===== src/rtl/icache_param_pkg.sv =====
// Shared types and address-geometry helpers for the parametrised direct-mapped icache.
package icache_param_pkg;

    typedef logic [31:0] word_t;

    typedef enum logic {
        IDLE = 1'b0,
        FILL = 1'b1
    } state_t;

    function automatic int woff_bits(input int blkwords);
        return $clog2(blkwords);
    endfunction

    function automatic int idx_bits(input int sets);
        return $clog2(sets);
    endfunction

    function automatic int tag_bits(input int sets, input int blkwords);
        return 30 - $clog2(blkwords) - $clog2(sets);
    endfunction

    // A zero-width field still needs a one-bit carrier signal.
    function automatic int field_w(input int n);
        return (n > 0) ? n : 1;
    endfunction

endpackage


===== src/rtl/icache_param_if.sv =====
// Datapath-side fetch port and memory-side refill port of the icache.
// Fetch: imemREN asks for the word at imemaddr; ihit marks imemload valid that cycle.
// Refill: iREN holds iaddr stable; a beat transfers on a cycle with iREN=1 and iwait=0.
interface icache_dp_if;
    import icache_param_pkg::*;
    logic  imemREN;
    word_t imemaddr;
    logic  inval;
    logic  ihit;
    word_t imemload;

    modport master (output imemREN, imemaddr, inval, input ihit, imemload);
    modport slave  (input imemREN, imemaddr, inval, output ihit, imemload);
endinterface

interface icache_mem_if;
    import icache_param_pkg::*;
    logic  iREN;
    word_t iaddr;
    logic  iwait;
    word_t iload;

    modport master (output iREN, iaddr, input iwait, iload);
    modport slave  (input iREN, iaddr, output iwait, iload);
endinterface


===== src/rtl/icache_param_data_array.sv =====
// SETS x BLKWORDS instruction word storage: combinational read, synchronous write.
module icache_data_array
    import icache_param_pkg::*;
#(
    parameter int SETS     = 16,
    parameter int BLKWORDS = 2,
    parameter int IDXW     = idx_bits(SETS),
    parameter int WOFF     = woff_bits(BLKWORDS),
    parameter int WOFFW    = field_w(WOFF)
) (
    input  logic             clk,
    input  logic [IDXW-1:0]  rd_idx_i,
    input  logic [WOFFW-1:0] rd_woff_i,
    output word_t            rd_data_o,
    input  logic             we_i,
    input  logic [IDXW-1:0]  wr_idx_i,
    input  logic [WOFFW-1:0] wr_woff_i,
    input  word_t            wr_data_i
);
    localparam int ADDR_W = IDXW + WOFF;

    word_t             mem_q [2**ADDR_W];
    logic [ADDR_W-1:0] rd_a;
    logic [ADDR_W-1:0] wr_a;

    generate
        if (WOFF == 0) begin : g_one_word
            logic unused_woff;
            assign unused_woff = ^{rd_woff_i, wr_woff_i};
            assign rd_a = rd_idx_i;
            assign wr_a = wr_idx_i;
        end else begin : g_multi_word
            assign rd_a = {rd_idx_i, rd_woff_i};
            assign wr_a = {wr_idx_i, wr_woff_i};
        end
    endgenerate

    assign rd_data_o = mem_q[rd_a];

    always_ff @(posedge clk) begin
        if (we_i) mem_q[wr_a] <= wr_data_i;
    end

endmodule


===== src/rtl/icache_param.sv =====
// Direct-mapped blocking icache with burst refill, global invalidate and hit/miss counters.
module icache_param
    import icache_param_pkg::*;
#(
    parameter int SETS     = 16,
    parameter int BLKWORDS = 2,
    parameter int CNT_W    = 16
) (
    input  logic             CLK,
    input  logic             RST,
    icache_dp_if.slave       dp,
    icache_mem_if.master     mem,
    output logic [CNT_W-1:0] hit_cnt,
    output logic [CNT_W-1:0] miss_cnt,
    output state_t           dbg_state_o
);
    localparam int WOFF  = woff_bits(BLKWORDS);
    localparam int WOFFW = field_w(WOFF);
    localparam int IDXW  = idx_bits(SETS);
    localparam int TAGW  = tag_bits(SETS, BLKWORDS);

    state_t           state_q;
    logic [WOFFW-1:0] wcnt_q;
    logic [TAGW-1:0]  fill_tag_q;
    logic [IDXW-1:0]  fill_idx_q;
    logic [SETS-1:0]  valid_q;
    logic [TAGW-1:0]  tag_q [SETS];
    logic [CNT_W-1:0] hit_cnt_q;
    logic [CNT_W-1:0] miss_cnt_q;

    logic [TAGW-1:0]  req_tag;
    logic [IDXW-1:0]  req_idx;
    logic [WOFFW-1:0] req_woff;
    logic             hit;
    logic             fill_we;
    logic             last_word;
    word_t            rd_data;
    word_t            fill_base;
    logic             unused_byte_off;

    assign req_tag         = dp.imemaddr[31 -: TAGW];
    assign req_idx         = dp.imemaddr[2+WOFF +: IDXW];
    assign req_woff        = dp.imemaddr[2 +: WOFFW] & WOFFW'(BLKWORDS - 1);
    assign unused_byte_off = ^dp.imemaddr[1:0];

    assign hit = (state_q == IDLE) && dp.imemREN && valid_q[req_idx]
                 && (tag_q[req_idx] == req_tag) && !dp.inval;

    assign last_word = (wcnt_q == WOFFW'(BLKWORDS - 1));
    assign fill_we   = (state_q == FILL) && !mem.iwait && !dp.inval;

    icache_data_array #(
        .SETS     (SETS),
        .BLKWORDS (BLKWORDS)
    ) u_data (
        .clk       (CLK),
        .rd_idx_i  (req_idx),
        .rd_woff_i (req_woff),
        .rd_data_o (rd_data),
        .we_i      (fill_we),
        .wr_idx_i  (fill_idx_q),
        .wr_woff_i (wcnt_q),
        .wr_data_i (mem.iload)
    );

    assign dp.ihit     = hit;
    assign dp.imemload = hit ? rd_data : '0;

    // Refill address comes only from latched state, never from imemaddr.
    assign fill_base = {fill_tag_q, fill_idx_q, {(WOFF + 2){1'b0}}};
    assign mem.iREN  = (state_q == FILL);
    assign mem.iaddr = (state_q == FILL) ? (fill_base | (word_t'(wcnt_q) << 2)) : '0;

    assign hit_cnt     = hit_cnt_q;
    assign miss_cnt    = miss_cnt_q;
    assign dbg_state_o = state_q;

    always_ff @(posedge CLK or posedge RST) begin
        if (RST) begin
            state_q    <= IDLE;
            wcnt_q     <= '0;
            fill_tag_q <= '0;
            fill_idx_q <= '0;
            valid_q    <= '0;
            hit_cnt_q  <= '0;
            miss_cnt_q <= '0;
        end else begin
            if (hit) hit_cnt_q <= hit_cnt_q + CNT_W'(1);
            case (state_q)
                IDLE: begin
                    if (dp.imemREN && !hit && !dp.inval) begin
                        state_q    <= FILL;
                        fill_tag_q <= req_tag;
                        fill_idx_q <= req_idx;
                        wcnt_q     <= '0;
                        miss_cnt_q <= miss_cnt_q + CNT_W'(1);
                    end
                end
                FILL: begin
                    if (dp.inval) begin
                        state_q <= IDLE;
                        wcnt_q  <= '0;
                    end else if (!mem.iwait) begin
                        wcnt_q <= wcnt_q + WOFFW'(1);
                        if (last_word) begin
                            valid_q[fill_idx_q] <= 1'b1;
                            state_q             <= IDLE;
                            wcnt_q              <= '0;
                        end
                    end
                end
                default: state_q <= IDLE;
            endcase
            // Invalidate wins over any valid bit set by a completing fill.
            if (dp.inval) valid_q <= '0;
        end
    end

    always_ff @(posedge CLK) begin
        if (fill_we && last_word) tag_q[fill_idx_q] <= fill_tag_q;
    end

endmodule


===== src/flat_wrapper.sv =====
// flat-port wrapper written by rule: the top's interface ports become plain ports
module icache_param_flat import icache_param_pkg::*;
#(
    parameter int SETS     = 16,
    parameter int BLKWORDS = 2,
    parameter int CNT_W    = 16
)
  (CLK, RST, hit_cnt, miss_cnt, dbg_state_o, dp_imemREN, dp_imemaddr, dp_inval, dp_ihit, dp_imemload, mem_iREN, mem_iaddr, mem_iwait, mem_iload);
  icache_dp_if dp_i ();
  icache_mem_if mem_i ();
  input  logic CLK;
  input  logic RST;
  output logic [CNT_W-1:0] hit_cnt;
  output logic [CNT_W-1:0] miss_cnt;
  output state_t dbg_state_o;
  input wire logic [$bits(dp_i.imemREN)-1:0] dp_imemREN;
  input wire logic [$bits(dp_i.imemaddr)-1:0] dp_imemaddr;
  input wire logic [$bits(dp_i.inval)-1:0] dp_inval;
  output wire logic [$bits(dp_i.ihit)-1:0] dp_ihit;
  output wire logic [$bits(dp_i.imemload)-1:0] dp_imemload;
  output wire logic [$bits(mem_i.iREN)-1:0] mem_iREN;
  output wire logic [$bits(mem_i.iaddr)-1:0] mem_iaddr;
  input wire logic [$bits(mem_i.iwait)-1:0] mem_iwait;
  input wire logic [$bits(mem_i.iload)-1:0] mem_iload;
  assign dp_i.imemREN = dp_imemREN;
  assign dp_i.imemaddr = dp_imemaddr;
  assign dp_i.inval = dp_inval;
  assign dp_ihit = dp_i.ihit;
  assign dp_imemload = dp_i.imemload;
  assign mem_iREN = mem_i.iREN;
  assign mem_iaddr = mem_i.iaddr;
  assign mem_i.iwait = mem_iwait;
  assign mem_i.iload = mem_iload;
  icache_param #(.SETS(SETS), .BLKWORDS(BLKWORDS), .CNT_W(CNT_W)) u_core (.CLK(CLK), .RST(RST), .dp(dp_i), .mem(mem_i), .hit_cnt(hit_cnt), .miss_cnt(miss_cnt), .dbg_state_o(dbg_state_o));
endmodule

===== config.mk =====
export PLATFORM = sky130hd
export DESIGN_NAME = icache_param_flat
export DESIGN_NICKNAME = d
export VERILOG_FILES = /design/src/rtl/icache_param_pkg.sv /design/src/rtl/icache_param_if.sv /design/src/rtl/icache_param_data_array.sv /design/src/rtl/icache_param.sv /design/src/flat_wrapper.sv
export SDC_FILE = /design/constraint.sdc
export NUM_CORES = 1
export LEC_CHECK = 0
export BUFFER_PORTS_ARGS = -buffer_cell sky130_fd_sc_hd__buf_4
export CORE_ASPECT_RATIO = 0.8
export CORE_MARGIN = 3
export CORE_UTILIZATION = 55
export CTS_BUF_LIST = sky130_fd_sc_hd__clkbuf_4 sky130_fd_sc_hd__clkbuf_8
export CTS_CLUSTER_DIAMETER = 150
export DETAILED_ROUTE_END_ITERATION = 10
export GPL_TIMING_DRIVEN = 0
export PLACE_DENSITY_LB_ADDON = 0.1
export REMOVE_ABC_BUFFERS = 1
export SLEW_MARGIN = 25
export SYNTH_ARGS = -nofsm -noshare
export SYNTH_HDL_FRONTEND = slang
export SYNTH_SLANG_ARGS = --single-unit

===== constraint.sdc =====
create_clock -name CLK -period 3.8 [get_ports CLK]
set_input_delay 0 -clock CLK [delete_from_list [all_inputs] [get_ports CLK]]
set_output_delay 0 -clock CLK [all_outputs]
set_load 0.01 [all_outputs]

Word-level counts from Yosys, hierarchy flattened
Memories as Yosys holds them, arrays and structs flattened.
Index checks and enable logic that the tools add are counted.
W data, S select, Z words.
- RAM bits: 1424
- memories kept: 2
- bits in registers: 79
- memories (memory ; words ; width ; read ports ; clocked after Yosys merged registers in ; write ports ; RTL line ; RTL):
    u_core.u_data.mem_q ; 32 ; 32 ; 1 ; 0 ; 1 ; icache_param_data_array.sv:22 ; word_t mem_q [2**ADDR_W];
    u_core.tag_q ; 16 ; 25 ; 1 ; 0 ; 1 ; icache_param.sv:27 ; logic [TAGW-1:0] tag_q [SETS];
- mux-type cells: 24
- add/subtract/negate cells: 3
- magnitude comparators: 3
- bitwise operators: 3
- reductions and logical operators: 18
- equality and inequality tests: 4
- operator list (operator ; number):
    $mux W16 ; 4
    $mux W32 ; 2
    $add A16 B1 Y16 const B ; 2
    $or A32 B3 Y32 ; 1
    $eq A25 B25 Y1 ; 1
    $or A16 B16 Y16 ; 1
    $mux W1 ; 14
    $logic_and A1 B1 Y1 ; 10
    $lt A4 B5 Y1 const B ; 2
    $bmux W1 S4 ; 1
    $demux W1 S4 ; 1
    $ge A4 B1 Y1 const B ; 1
    $ne A2 B2 Y1 const B ; 2
    $pmux W1 S2 ; 2
    $reduce_and A2 Y1 ; 2
    $reduce_bool A2 Y1 ; 2
    $logic_not A1 Y1 ; 3
    $ne A3 B3 Y1 const B ; 1
    $reduce_and A3 Y1 ; 1
    $add A1 B1 Y1 const B ; 1
    $not A1 Y1 ; 1

Depth between registers and ports, before layout
Gate-level depths: netlist (run 1).
- word-level depth: 10
- mapped depth: 17

Hierarchy
Synthesis (run 1) repeated with hierarchy kept, for this count alone.
- cells, all modules: 3284
- area, all modules: 59608.4 um^2
- modules (own cells, without submodules) (module ; area each (um^2) ; seq. area each (um^2) ; cells each ; times used):
    icache_data_array ; 39844.5 ; 30749.5 ; 2228 ; 1
    icache_param ; 19764.0 ; 13988.4 ; 1056 ; 1

Worst setup path after synthesis (run 1)
Ideal clock, no wire load.
- path kind: flip-flop to flip-flop
- from: mem u_core.tag_q[13][22] (netlist bit)
- to: reg u_core.hit_cnt_q[12] (netlist: u_core.hit_cnt[12])
- cell stages (with the launch flop): 11
- data arrival time: 3.310 ns
- path slack: 0.411 ns
- buffers on the path: 1
- period minus slack after synthesis: 3.389 ns
- cell sequence: edfxtp_1 -> mux4_1 -> mux4_2 -> xnor2_1 -> nand4_1 -> or4_1 -> or4_4 -> buf_6 -> nor4_4 -> and3_1 -> xor2_1
- cells in the longest elaborated chain, start to end: 4
- ends and longest elaborated chain (item ; RTL line ; RTL):
    start, declared ; icache_param.sv:27 ;
    $mem_v2 Z16 W25 ; - ;
    $eq A25 B25 Y1 ; icache_param.sv:47 ; && (tag_q[req_idx] == req_tag) && !dp.inval;
    $logic_and A1 B1 Y1 (2 in series) ; icache_param.sv:47 ;
    end signal, assigned ; icache_param.sv:88 ; if (hit) hit_cnt_q <= hit_cnt_q + CNT_W'(1);
    end, declared ; icache_param.sv:28 ; logic [CNT_W-1:0] hit_cnt_q;
Every way passes these cells.
A chain may end at the register's enable or synchronous reset.

Worst setup path after layout (run 1)
- from: mem u_core.tag_q[4][22] (netlist bit)
- to: out dp_imemload[28]
- cells in the longest elaborated chain, start to end: 5
- ends and longest elaborated chain (item ; RTL line ; RTL):
    $mem_v2 Z16 W25 ; - ;
    $eq A25 B25 Y1 ; icache_param.sv:47 ;
    $logic_and A1 B1 Y1 (2 in series) ; icache_param.sv:47 ;
    $mux W32 ; icache_param.sv:67 ; assign dp.imemload = hit ? rd_data : '0;
    end, declared ; flat_wrapper.sv:20 ; output wire logic [$bits(dp_i.imemload)-1:0] dp_imemload;
Every way passes these cells.

==> results of run 1 <==
cells by family after synthesis:
logic type               count (synthesis)  share of synthesized area [%]
XOR/XNOR                                48                          0.719
multiplexers                           508                           17.6
AND/OR/NAND/NOR                        337                           2.71
flip-flops                            1503                           76.5
adder cells (fa/ha/maj)                  2                         0.0428
buffers and inverters                  158                           1.23
other                                    1                        0.00641
AO/OA/AOI/OAI                          110                           1.21
flip-flops by register name (all words and copies together), names as in the netlist:
name                 count
u_core.u_data.mem_q   1024
u_core.dbg_state_o       1
u_core.miss_cnt         16
u_core.tag_q           400
u_core.hit_cnt          16
u_core.fill_idx_q        4
u_core.valid_q          16
u_core.last_word         1
u_core.fill_tag_q       25
worst min-delay path, cell delays in order:
cell and delay, ns:
dlygate4sd3_1 0.55, buf_4 0.12, nand2_1 0.05, a21oi_1 0.11, a21oi_1 0.05, nor2_1 0.08
cell usage in the layout, fill, tap and decap left out, types with 24 or more instances in the layout:
cell type,n
edfxtp_1,1424
mux4_2,408
clkbuf_8,233
buf_4,155
dlygate4sd3_1,116
nand2_1,115
buf_16,85
dfrtp_1,78
clkbuf_4,74
clkinv_1,67
mux2i_1,65
nor2_4,48
nor2_1,43
and2_1,35
mux2_2,34
clkinv_2,32
xor2_1,26
a21oi_1,24
final cells by class:
cell class | instances | area (µm²)
clock buffer | 307 | 3760
fill | 6642 | 34700
antenna | 3 | 7.51
timing repair buffer | 414 | 5570
inverter | 13 | 65.1
clock inverter | 110 | 614
multi-input combinational | 1008 | 13700
tap | 1404 | 1760
sequential | 1503 | 44700
where the power goes:
part	switching [µW]	internal (µW)
logic	1110	972
clock network	6030	6730
registers	402	18600
total	7540	26300
stage by stage:
stage	cells	setup slack (ns)	hold slack [ns]
CTS	4753	-0.655	0.00927
global placement	4090	-8.51	0.252
global route	4760	-0.713	0.0828
floorplan	2523	-0.697	0.0631
detailed placement	4201	-2.59	0.0856
finish	4762	-0.536	0.111
how the worst min path moves through the flow:
stage	start	end	slack (ns)	cells after the start
floorplan	dp_inval	u_core.valid_q[15]$_DFFE_PP0P_	0.06	1
global placement	dp_imemaddr[13]	u_core.fill_tag_q[6]$_DFFE_PP0P_	0.25	2
detailed placement	RST	u_core.miss_cnt[1]$_DFFE_PP0P_	0.09	2
CTS	mem_iload[15]	u_core.u_data.mem_q[11][15]$_DFFE_PP_	0.009	2
global route	mem_iload[15]	u_core.u_data.mem_q[15][15]$_DFFE_PP_	0.08	2
finish	mem_iwait	u_core.last_word$_DFFE_PP0P_	0.11	6
metal layers:
layer  routed length (µm)  share of wire (%)  up-vias  GRT usage, %
li1                     -                  -    12160             -
met1                58400                 41    15607          38.8
met4                 2910                2.1        0          7.82
met5                    0                  0        -             0
met3                12100                8.6      212          5.28
met2                67800                 48     1418          40.1
repair_timing:
action                                 4_1_cts  5_1_grt
resized for setup                           55       18
cloned                                       4        1
pin swaps                                    5        6
hold buffers                               125        0
buffers inserted                             6        7
setup endpoints to repair                   96       72
endpoints found under the hold margin     1173        0
==> impl_metrics.tcl, run 1 <==
set metrics [dict create \
    outcome "complete, but fails checks" \
    violations "negative setup slack" \
    path_buf_inv 3 \
    path_depth 11 \
    synth_area_leaders "edfxtp_1 (73%), mux4_2 (16%), dfrtp_1 (3.4%)" \
    root_buffer "clkbuf_8" \
    ys.warnings.count 0 \
    path_max_fanout 23 \
    crit_chain "mux4_2 -> mux4_2 -> xnor2_4 -> nand4_1 -> or4_4 -> nor4_4 -> buf_4 -> nand2b_4 -> buf_12 -> a21oi_1 -> buf_4" \
    stdcell_area_um2 70200 \
    timing.rr.start "u_core.tag_q[4][22]$_DFFE_PP_" \
    clkLatencyLatePin_ns 0.89 \
    yosys.area.top_type "edfxtp_1" \
    syn-cell-area_um2 58500 \
    setup_viol 35 \
    criticalPathCategory "flop to primary output" \
    slew_headroom_pct 31.1 \
    power.density_nw_per_um2 482 \
    gp_congestion 0.788 \
    clock_skew_ns 0.0309 \
    synth-seq-cells 1503 \
    drt_iter0_markers 3446 \
    io_pins 168 \
    cp-start-kind "flop" \
    cp-startpoint "u_core.tag_q[4][22]$_DFFE_PP_" \
    synth_commonest_cells "edfxtp_1 (1424), mux4_2 (404), nand2_1 (117)" \
    yosysMostFrequentCell "edfxtp_1" \
    cts_sinks 1503 \
    fin_crit_ns 4.34 \
    ys_types 60 \
    final.setup.tns_ns -15.87 \
    drt-vias-per-instance 6.17 \
    endpoint "dp_imemload[28]" \
    ir_worst_vdd_mv 0.364 \
    p_total_uw 33800 \
    finalWorstSetupSlack_ns -0.536 \
    dpl_cell_area_um2 64000 \
    start_util_pct 55.7 \
    firstDrtPassIters 5 \
    reg2reg_slack_ns -0.02 \
    grt_max_degree 76 \
    final_util_pct 66.9 \
    clk_pin_slew_ns 0.06 \
    die_y_um 298 \
    vias 29397 \
    postRouteAntennaNets 0 \
    grt_pass1_vias 30659 \
    synthFlopType "edfxtp_1" \
    core_area_um2 105000 \
    die_area_um2 110000 \
    period_share_pct 114 \
    cts.path.max_buffers 3 \
    drive_gt1_share_pct 35.3 \
    final_nets 3233 \
    crit-reg2reg-capture "u_core.hit_cnt[15]$_DFFE_PP0P_" \
    synth_cells 2667 \
    synth_top_area_share_pct 73.1 \
    cellLeakagePower_uw 0.0231 \
    endpoint_kind "primary output" \
    critPathArrivalTime_ns 4.34 \
    fmax_mhz 231 \
    maxCapViolations 0 \
    async_reset_ff_share_pct 5.26 \
    grt_pass1_wl_um 208000 \
    min_path_type "input pin to flop" \
    worstMarginPinSlew_ns 1.03 \
    drcViolationCount 0 \
    antenna_found_initial 4 \
    cp.required_ns 3.80 \
    gr-total-overflow 0 \
    hpwl_um 84700 \
    crit_path_top_delay_cell "mux4_2" \
    die_x_um 371 \
    grtUsageTotal_pct 26.2 \
    path_delay_family "multiplexers" \
    port_buffers 163 \
    cts_buffers 222 \
    fp-row-count 106 \
    routed_wirelength_um 141000 \
    hold_viol 0 \
    synth-edff-count 1424 \
    syn_to_final_growth_pct 20.1 \
    synth.avg_cell_area_um2 21.9 \
    tritoncts "done" \
    drv_slew 0 \
    grt_setup_unrepaired "true" \
    rr_worst_depth 11 \
    max_stage_delay_ns 0.55 \
    ys_seq_area_share_pct 76.5 \
    htreeDepth 4 \
    routedWlPerCell_um 29.7 \
]
No activity file was read; power rests on OpenSTA's default activity.
==> run 2, diff against run 1 <==
CORE_ASPECT_RATIO = 1.75   (was 0.8)
==> run 2 against run 1 <==
Effect of this change:
- critical path type unchanged
- routed wire length is 2.6% higher
- first-iteration DRC count is 24% lower
- cell count shrank 2.1%
- clock skew is 0.0075 ns higher
- register-to-register slack gained 0.07 ns
- largest power group unchanged
- critical path depth is 1 higher
- die area rose by 0.12%
- critical endpoint is now dp_imemload[27]
- the run still ends with negative setup slack left
- non-clock buffer count down 1
- final area down 0.42%
==> impl_metrics.tcl, run 2 (synthesis gave the netlist of run 1 again) <==
set metrics [dict create \
    outcome "complete, but fails checks" \
    violations "negative setup slack" \
    drv_slew 0 \
    swShare_pct 22.2 \
    tritoncts "done" \
    criticalPathCategory "flop to primary output" \
    grtUsageTotal_pct 26.9 \
    path_max_fanout 24 \
    cts_buffers 204 \
    antenna_found_initial 3 \
    largest_reg_flops 1024 \
    use_met3_pct 4.43 \
    gp_congestion 0.789 \
    die_x_um 252 \
    postRouteAntennaNets 0 \
    routedWlPerCell_um 31.1 \
    port_buffers 163 \
    crit_chain "mux4_2 -> mux2i_1 -> xnor2_1 -> o21ai_1 -> and3_1 -> nand4_1 -> buf_4 -> nor4_4 -> nand2b_4 -> buf_16 -> a21oi_4 -> buf_6" \
    fp-row-count 157 \
    routed_wirelength_um 145000 \
    endpoint_kind "primary output" \
    io_pins 168 \
    hold_viol 0 \
    clock_skew_ns 0.0384 \
    cts_sinks 1503 \
    crit_path_top_delay_cell "o21ai_1" \
    maxCapViolations 0 \
    power.density_nw_per_um2 481 \
    ir_worst_vdd_mv 0.386 \
    start_util_pct 55.6 \
    final_cell_mix "edfxtp_1 (1424), mux4_2 (406), clkbuf_8 (222)" \
    top_regs "u_core.u_data.mem_q (1024), u_core.tag_q (400), u_core.fill_tag_q (25)" \
    vias 29176 \
    fin_crit_ns 4.33 \
    fillerInstances 6691 \
    grt_setup_unrepaired "true" \
    critPathArrivalTime_ns 4.33 \
    drt-vias-per-instance 6.26 \
    comb_power_share_pct 6.1 \
    drt_iter0_markers 2619 \
    die_y_um 437 \
    final_nets 3214 \
    cts.path.max_buffers 3 \
    reg2reg_slack_ns 0.05 \
    gr-usage-met1_pct 33.3 \
    gr-usage-met2_pct 46.7 \
    syn_to_final_growth_pct 19.6 \
    final_common_cell "edfxtp_1" \
    die_area_um2 110000 \
    p_switching_uw 7450 \
    p_total_uw 33600 \
    setup_viol 33 \
    firstDrtPassIters 5 \
    largest-register "u_core.u_data.mem_q" \
    period_share_pct 114 \
    drive_gt1_share_pct 35.1 \
    slew_headroom_pct 34.0 \
    clockPowerShare_pct 37.4 \
    cp.required_ns 3.80 \
    grt_pass1_wl_um 210000 \
    p_seq_share_pct 56.4 \
    seq_area_um2 44700 \
    finalWorstSetupSlack_ns -0.529 \
    clkLatencyLatePin_ns 0.91 \
    grt_pass1_vias 31107 \
    htreeDepth 4 \
    grt_max_degree 82 \
    internal_power_uw 26200 \
    hpwl_um 89100 \
    root_buffer "clkbuf_8" \
    clk_pin_slew_ns 0.07 \
    drcViolationCount 0 \
    multi_input_area_um2 13600 \
    min_path_type "input pin to flop" \
    cellLeakagePower_uw 0.0230 \
    core_area_um2 105000 \
    hold_ws_ns 0.0972 \
    busiest_layer "met2" \
    worstMarginPinSlew_ns 0.987 \
    gr-total-overflow 0 \
    max_stage_delay_ns 0.49 \
    fmax_mhz 231 \
    cp-start-kind "flop" \
]
run 2: routing by layer:
layer | vias to the layer above | share of wire [%]
li1 | 12087 | -
met2 | 1184 | 53
met3 | 342 | 5.6
met4 | 2 | 4.6
met5 | - | 0.0090
met1 | 15561 | 36
run 2: worst paths after layout:
| path | start | endpoint | depth (start not counted) |
|---|---|---|---|
| min | mem_iload[24] | u_core.u_data.mem_q[15][24]$_DFFE_PP_ | 2 |
| max | u_core.tag_q[15][24]$_DFFE_PP_ | dp_imemload[27] | 12 |
| min in group asynchronous | RST | u_core.miss_cnt[9]$_DFFE_PP0P_ | 4 |
| max reg2reg | u_core.tag_q[15][24]$_DFFE_PP_ | u_core.fill_tag_q[15]$_DFFE_PP0P_ | 13 |
| min reg2reg | u_core.hit_cnt[15]$_DFFE_PP0P_ | u_core.hit_cnt[15]$_DFFE_PP0P_ | 1 |
| max in group asynchronous | RST | u_core.fill_tag_q[12]$_DFFE_PP0P_ | 5 |
run 2: repair_timing:
| action | 4_1_cts | 5_1_grt |
|---|---|---|
| gates resized for setup | 48 | 8 |
| hold buffers | 121 | 0 |
| cloned | 1 | 0 |
| endpoints found under the setup margin | 93 | 48 |
| setup buffers | 6 | 9 |
| pin swaps | 5 | 3 |
| endpoints found under the hold margin | 1181 | 0 |
run 2: worst max-delay path, delay by kind of cell, from the launching register on:
family	cells	cell delay, ns
AND/OR/NAND/NOR	4	1.00
XOR/XNOR	1	0.10
multiplexers	2	0.66
AO/OA/AOI/OAI	2	0.73
flip-flops	1	0.37
buffers and inverters	3	0.53
run 2: area by class of cell:
type / instances / share of cell area, %
well taps: 1351 / 2.42
multi-input cells: 1008 / 19.5
clock buffers: 267 / 4.85
clock inverters: 105 / 1.13
inverters: 13 / 0.0931
diodes: 2 / 0.00716
flip-flops and latches: 1503 / 64.0
repair buffers: 413 / 7.99
run 2: power by group through the flow:
stage / combinational [µW] / sequential [µW] / clock (µW)
CTS: 2090 / 18900 / 12800
finish: 2060 / 19000 / 12600
floorplan: 942 / 19200 / 0
global placement: 1860 / 19300 / 0
detailed placement: 1930 / 19300 / 0
global route: 2200 / 19000 / 13500
run 2: per-stage QoR:
step / instances / utilization (%) / worst slack, ns / setup TNS, ns / area [µm²]
finish: 4662 / 66.5 / -0.529 / -15.60 / 69900
global route: 4662 / 66.5 / -0.676 / -20.41 / 69900
CTS: 4652 / 66.4 / -0.592 / -18.17 / 69800
detailed placement: 4152 / 61.0 / -1.69 / -116.99 / 64100
global placement: 4037 / 57.8 / -7.96 / -4558.93 / 60700
floorplan: 2523 / - / -0.697 / -39.35 / 57800
